## src/rtl/conv_result_writer.sv

```systemverilog
// rtl/conv_result_writer.sv - captures convolution results in a FIFO and drains them to the output pixel RAM
// Optional feature macro: CONV_WRITER_RELU_EN (clamp negative results to zero before buffering).
module conv_result_writer #(
   parameter int n     = 8,
   parameter int m     = 6,
   parameter int p     = 5,
   parameter int DEPTH = 4
) (
   input  logic                     clk,
   input  logic                     rst,
   input  logic                     start,
   input  logic                     donemult,
   input  logic [n-1:0]             result,
   output logic                     wr_valid,
   input  logic                     wr_ready,
   output logic                     wr_outram,
   output logic [m-1:0]             outadr,
   output logic [n-1:0]             dataout,
   output logic                     busy,
   output logic                     frame_done,
   output logic                     overflow,
   output logic [$clog2(DEPTH):0]   level
);

   localparam int AW   = $clog2(DEPTH);
   localparam int LW   = AW + 1;
   localparam int NPIX = (p - 2) * (p - 2);
   localparam logic [m:0]    NPIX_C = (m+1)'(NPIX);
   localparam logic [LW-1:0] FULL_C = LW'(DEPTH);

   typedef enum logic [1:0] {S_IDLE, S_RUN, S_DONE} state_t;

   state_t          r_state;
   logic [n-1:0]    r_mem [DEPTH];
   logic [AW-1:0]   r_wptr;
   logic [AW-1:0]   r_rptr;
   logic [LW-1:0]   r_level;
   logic [m:0]      r_wr_cnt;
   logic [m:0]      r_cap_cnt;
   logic            r_busy;
   logic            r_frame_done;
   logic            r_overflow;

   logic            w_pop;
   logic            w_cap_ok;
   logic            w_push;
   logic            w_drop;
   logic            w_last;
   logic [n-1:0]    w_cap_data;
   logic [AW-1:0]   w_wr_idx;

`ifdef CONV_WRITER_RELU_EN
   assign w_cap_data = result[n-1] ? '0 : result;
`else
   assign w_cap_data = result;
`endif

   assign wr_valid   = (r_level != '0);
   assign wr_outram  = wr_valid & wr_ready;
   assign dataout    = wr_valid ? r_mem[r_rptr] : '0;
   assign outadr     = r_wr_cnt[m-1:0];
   assign level      = r_level;
   assign busy       = r_busy;
   assign frame_done = r_frame_done;
   assign overflow   = r_overflow;

   assign w_pop    = wr_outram;
   assign w_cap_ok = (r_state == S_RUN) && donemult && (r_cap_cnt < NPIX_C);
   // A start-cycle result becomes entry 0 of the freshly emptied FIFO.
   assign w_push   = start ? donemult : (w_cap_ok && ((r_level != FULL_C) || w_pop));
   assign w_drop   = !start && w_cap_ok && (r_level == FULL_C) && !w_pop;
   assign w_last   = w_pop && (r_wr_cnt == NPIX_C - 1'b1);
   assign w_wr_idx = start ? '0 : r_wptr;

   always_ff @(posedge clk) begin
      if (w_push) r_mem[w_wr_idx] <= w_cap_data;
   end

   always_ff @(posedge clk or negedge rst) begin
      if (!rst) begin
         r_state      <= S_IDLE;
         r_wptr       <= '0;
         r_rptr       <= '0;
         r_level      <= '0;
         r_wr_cnt     <= '0;
         r_cap_cnt    <= '0;
         r_busy       <= 1'b0;
         r_frame_done <= 1'b0;
         r_overflow   <= 1'b0;
      end else if (start) begin
         r_state      <= S_RUN;
         r_busy       <= 1'b1;
         r_wptr       <= AW'(donemult);
         r_rptr       <= '0;
         r_level      <= LW'(donemult);
         r_wr_cnt     <= '0;
         r_cap_cnt    <= (m+1)'(donemult);
         r_frame_done <= 1'b0;
         r_overflow   <= 1'b0;
      end else begin
         if (w_push) begin
            r_wptr    <= r_wptr + 1'b1;
            r_cap_cnt <= r_cap_cnt + 1'b1;
         end
         if (w_pop) begin
            r_rptr   <= r_rptr + 1'b1;
            r_wr_cnt <= r_wr_cnt + 1'b1;
         end
         case ({w_push, w_pop})
            2'b10:   r_level <= r_level + 1'b1;
            2'b01:   r_level <= r_level - 1'b1;
            default: r_level <= r_level;
         endcase
         if (w_drop) r_overflow <= 1'b1;
         if (w_last) begin
            r_state      <= S_DONE;
            r_busy       <= 1'b0;
            r_frame_done <= 1'b1;
         end
      end
   end

endmodule

```

## config.mk

```make
export PLATFORM = sky130hd
export DESIGN_NAME = conv_result_writer
export DESIGN_NICKNAME = d
export VERILOG_FILES = /design/src/rtl/conv_result_writer.sv
export SDC_FILE = /design/constraint.sdc
export NUM_CORES = 1
export LEC_CHECK = 0
export CAP_MARGIN = 0
export CORE_ASPECT_RATIO = 1.1
export CORE_MARGIN = 2
export CORE_UTILIZATION = 54
export CTS_CLUSTER_DIAMETER = 150
export DETAILED_ROUTE_END_ITERATION = 10
export GPL_TIMING_DRIVEN = 0
export PLACE_DENSITY = 0.9
export SYNTH_ARGS = -nofsm -noshare
export SYNTH_HDL_FRONTEND = slang
export SYNTH_SLANG_ARGS = --single-unit
```

## constraint.sdc

```tcl
create_clock -name clk -period 2.9 [get_ports clk]
set_input_delay 0.29 -clock clk [delete_from_list [all_inputs] [get_ports clk]]
set_output_delay 0.29 -clock clk [all_outputs]
set_load 0.01 [all_outputs]
```

==> impl_metrics.env <==
export IMPL_cpPeakStageDelay_ns=0.48
export IMPL_ioPinCount=35
export IMPL_avgViaCountPerCell=5.707
export IMPL_clkSlewWorstSetupHoldPaths_ns=0.10
export IMPL_dpl_cell_area_mm2=0.002952
export IMPL_syn_to_final_growth_pct=19.74
export IMPL_netlist_top_cells_area="edfxtp_1 (38%), dfrtp_1 (24%), mux4_2 (7.1%)"
export IMPL_syn_cell_area_mm2=0.002541
export IMPL_vias=1615
export IMPL_vdd_drop_max_mv=0.4465
export IMPL_critical_path_arrival_ns=2.96
export IMPL_tightestPinTransition_ns=1.109
export IMPL_power_density_mw_per_mm2=637.8
export IMPL_clockPowerShare_pct=22.1
export IMPL_reg2reg_slack_ns=0.20
export IMPL_cts_max_level=2
export IMPL_initial_core_util_pct=55.40
export IMPL_routed_wl_um=4759
export IMPL_cts_resized=0
export IMPL_die_width_um=69.41
export IMPL_crit_path_top_delay_cell="or4_1"
export IMPL_min_path_type="flip-flop to flip-flop"
export IMPL_power_switching_uw=573.4
export IMPL_cts_tree="done"
export IMPL_drc=0
export IMPL_cts_hold_fix_buffers=0
export IMPL_syn_nets=202
export IMPL_critPathMaxFanout=10
export IMPL_layout_common_cells="clkdlybuf4s50_1 (34), edfxtp_1 (32), dfrtp_1 (24)"
export IMPL_clock_skew_ns=0.009522
export IMPL_reg2reg_to="level[2]"
export IMPL_end_kind="flip-flop"
export IMPL_cts_buffer_depth=2
export IMPL_finalSetupViolations=0
export IMPL_wire_per_inst_um=16.82
export IMPL_yosysWarnings=0
export IMPL_layout_cells_most_common="clkdlybuf4s50_1"
export IMPL_fillers=346
export IMPL_crit_chain="o31ai_1 > and4_1 > buf_4 > nand2_2 > and3_1 > fa_1 > or4_1 > a22oi_1 > a311o_2"
export IMPL_io_buffer_count=34
export IMPL_dieArea_mm2=0.005271
export IMPL_worstReg2RegStart="r_cap_cnt[1]"
export IMPL_whs_endpoint="overflow"
export IMPL_synthCells=185
export IMPL_rsz0062_at_grt="no"
export IMPL_rr_worst_depth=9
export IMPL_post_dp_hpwl_um=3438
export IMPL_p_seq_share_pct=49.5
export IMPL_holdPathStages=2
export IMPL_clock_sinks=56
export IMPL_path_delay_family="simple AND/OR/NAND/NOR gates"
export IMPL_switching_share_pct=29.55
export IMPL_drive_gt1_share_pct=14.54
export IMPL_timing_final_crit_share_pct=93.03
export IMPL_grt_pass1_vias=1671
export IMPL_slew_headroom_pct=25.48
export IMPL_start_kind="flip-flop"
export IMPL_yosysTopAreaCell="edfxtp_1"
export IMPL_synth_seq_area_share_pct=61.45
export IMPL_final_area_mm2=0.003043
export IMPL_period_minus_slack_ns=2.698
export IMPL_ys_ff_latch=56
export IMPL_clk_latency_ns=0.31
export IMPL_clockRootBuffer="clkbuf_8"
export IMPL_leakage_nw=1.164
export IMPL_diodes=0
export IMPL_grt_start_max_net_pins=25
export IMPL_status="finished clean"
export IMPL_post_cts_repair_setup_buffers=0
export IMPL_worst_setup_path_type="flip-flop to flip-flop"
export IMPL_die_h_um=75.95
export IMPL_hold_start="overflow"
export IMPL_pre_cts_ws_ns=-0.05855
export IMPL_ant_nets=0
export IMPL_finalWeightedCongestion=0.8693
export IMPL_cts_inserted_buffers=5
export IMPL_overflow=0
export IMPL_cp_required_ns=3.16
export IMPL_p_comb_share_pct=28.4
export IMPL_fin_nets=243
export IMPL_grt_usage_pct=19.66
export IMPL_hold_violations=0
export IMPL_dr_pass1_iters=4
export IMPL_antenna_found_initial=0
export IMPL_grt_pass1_wl_um=8142
export IMPL_drt_iter0_markers=83
export IMPL_clock_fmax_mhz=370.7
export IMPL_drv_slew=0
export IMPL_finalWorstSetupSlack_ns=0.2022
export IMPL_cp_num_buf_inv=1
export IMPL_max_cap_violations=0
export IMPL_core_area_mm2=0.004587
export IMPL_num_rows=26
export IMPL_synth_top_area_share_pct=37.81
export IMPL_intPower_mw=1.367
export IMPL_power_total_mw=1.941
export IMPL_ys_types=45
export IMPL_syn_area_per_cell_um2=13.74
## final cells by class
| cell class | instances | area [um2] | area share, % |
|---|---|---|---|
| Clock inverter | 3 | 22.52 | 0.7401 |
| Tap cell | 56 | 70.07 | 2.303 |
| Inverter | 6 | 22.52 | 0.7401 |
| Buffer | 12 | 80.08 | 2.632 |
| Timing Repair Buffer | 34 | 340.3 | 11.18 |
| Sequential cell | 56 | 1562 | 51.32 |
| Clock buffer | 5 | 68.82 | 2.262 |
| Multi-Input combinational cell | 111 | 877.1 | 28.82 |
## kinds of logic (layout without fill, tap and decap cells)
logic type,after synthesis,count (layout),synth area share (%)
multiplexers,9,9,7.484
AO/OA/AOI/OAI,21,21,6.598
flip-flops,56,56,61.45
XOR/XNOR,8,8,2.757
buffers and inverters,18,60,4.037
adder cells (fa/ha/maj),4,4,2.265
AND/OR/NAND/NOR,69,69,15.41
## power by group through the flow
stage                     logic [mW]  registers [mW]  clock network (mW)
after floorplan                0.319           0.966                   0
after global placement         0.537           0.970                   0
after detailed placement       0.557           0.976                   0
after CTS                      0.559           0.960               0.436
after global routing           0.605           0.969               0.475
final                          0.551           0.961               0.430
## cell usage after synthesis, drive strengths merged
master   instances
buf             11
nor2            14
nand2b           2
nor4             3
nand2           11
mux4             8
o311ai           1
xnor2            2
a31oi            1
or3              1
nand4            6
clkinv           1
a311o            1
mux2i            1
nand3            3
a21boi           3
o21ai            3
dfrtp           24
and2             1
a21oi            4
clkbuf           1
o211ai           3
nor4b            1
edfxtp          32
xor2             6
ha               3
o2bb2ai          1
a31o             1
o31ai            2
nor3             5
or4              1
nor2b           12
a22oi            1
fa               1
inv              5
and4             1
and3             8
## worst max-delay path by stage
stage	start	endpoint	slack, ns	cells past startpoint
CTS	r_cap_cnt[1]	r_mem[0][0]	0.17	5
global placement	start	level[2]	0.004	8
floorplan	r_state[1]	level[2]	0.41	9
global route	level[0]	dataout[6]	0.01	3
finish	r_cap_cnt[1]	level[2]	0.20	9
detailed placement	wr_ready	r_mem[0][4]	-0.06	5
## flip-flops by register name, summed over array words and instances, names as in the netlist
register / flops
r_wr_cnt: 7
level: 3
r_mem: 32
r_cap_cnt: 7
r_rptr: 2
overflow: 1
r_wptr: 2
r_state: 2
## metrics by stage
stage	instances	util, %	setup TNS [ns]	hold WS, ns
6_report	283	66.34	0	0.5228
5_1_grt	283	66.34	0	0.5393
4_1_cts	283	66.34	0	0.5212
3_5_place_dp	275	64.35	-0.5214	0.4927
3_3_place_gp	275	64.35	0	0.4814
2_1_floorplan	185	-	0	-0.005591
## worst reg2reg max path, cell delays in order (launching register included)
cell and delay (ns):
dfrtp_1 0.43, o31ai_1 0.32, and4_1 0.23, buf_4 0.17
nand2_2 0.11, and3_1 0.21, fa_1 0.41, or4_1 0.48
a22oi_1 0.16, a311o_2 0.13
## metal layers
metal	wire, um	part of all wire [%]	up-vias	GRT usage [%]
li1	-	-	763	-
met1	2012	42	797	25.21
met2	2504	53	50	34.52
met3	192	4.0	5	3.856
met4	49	1.0	0	4.706
met5	0	0	-	0
Note: power is estimated with default switching activity, not from simulation.
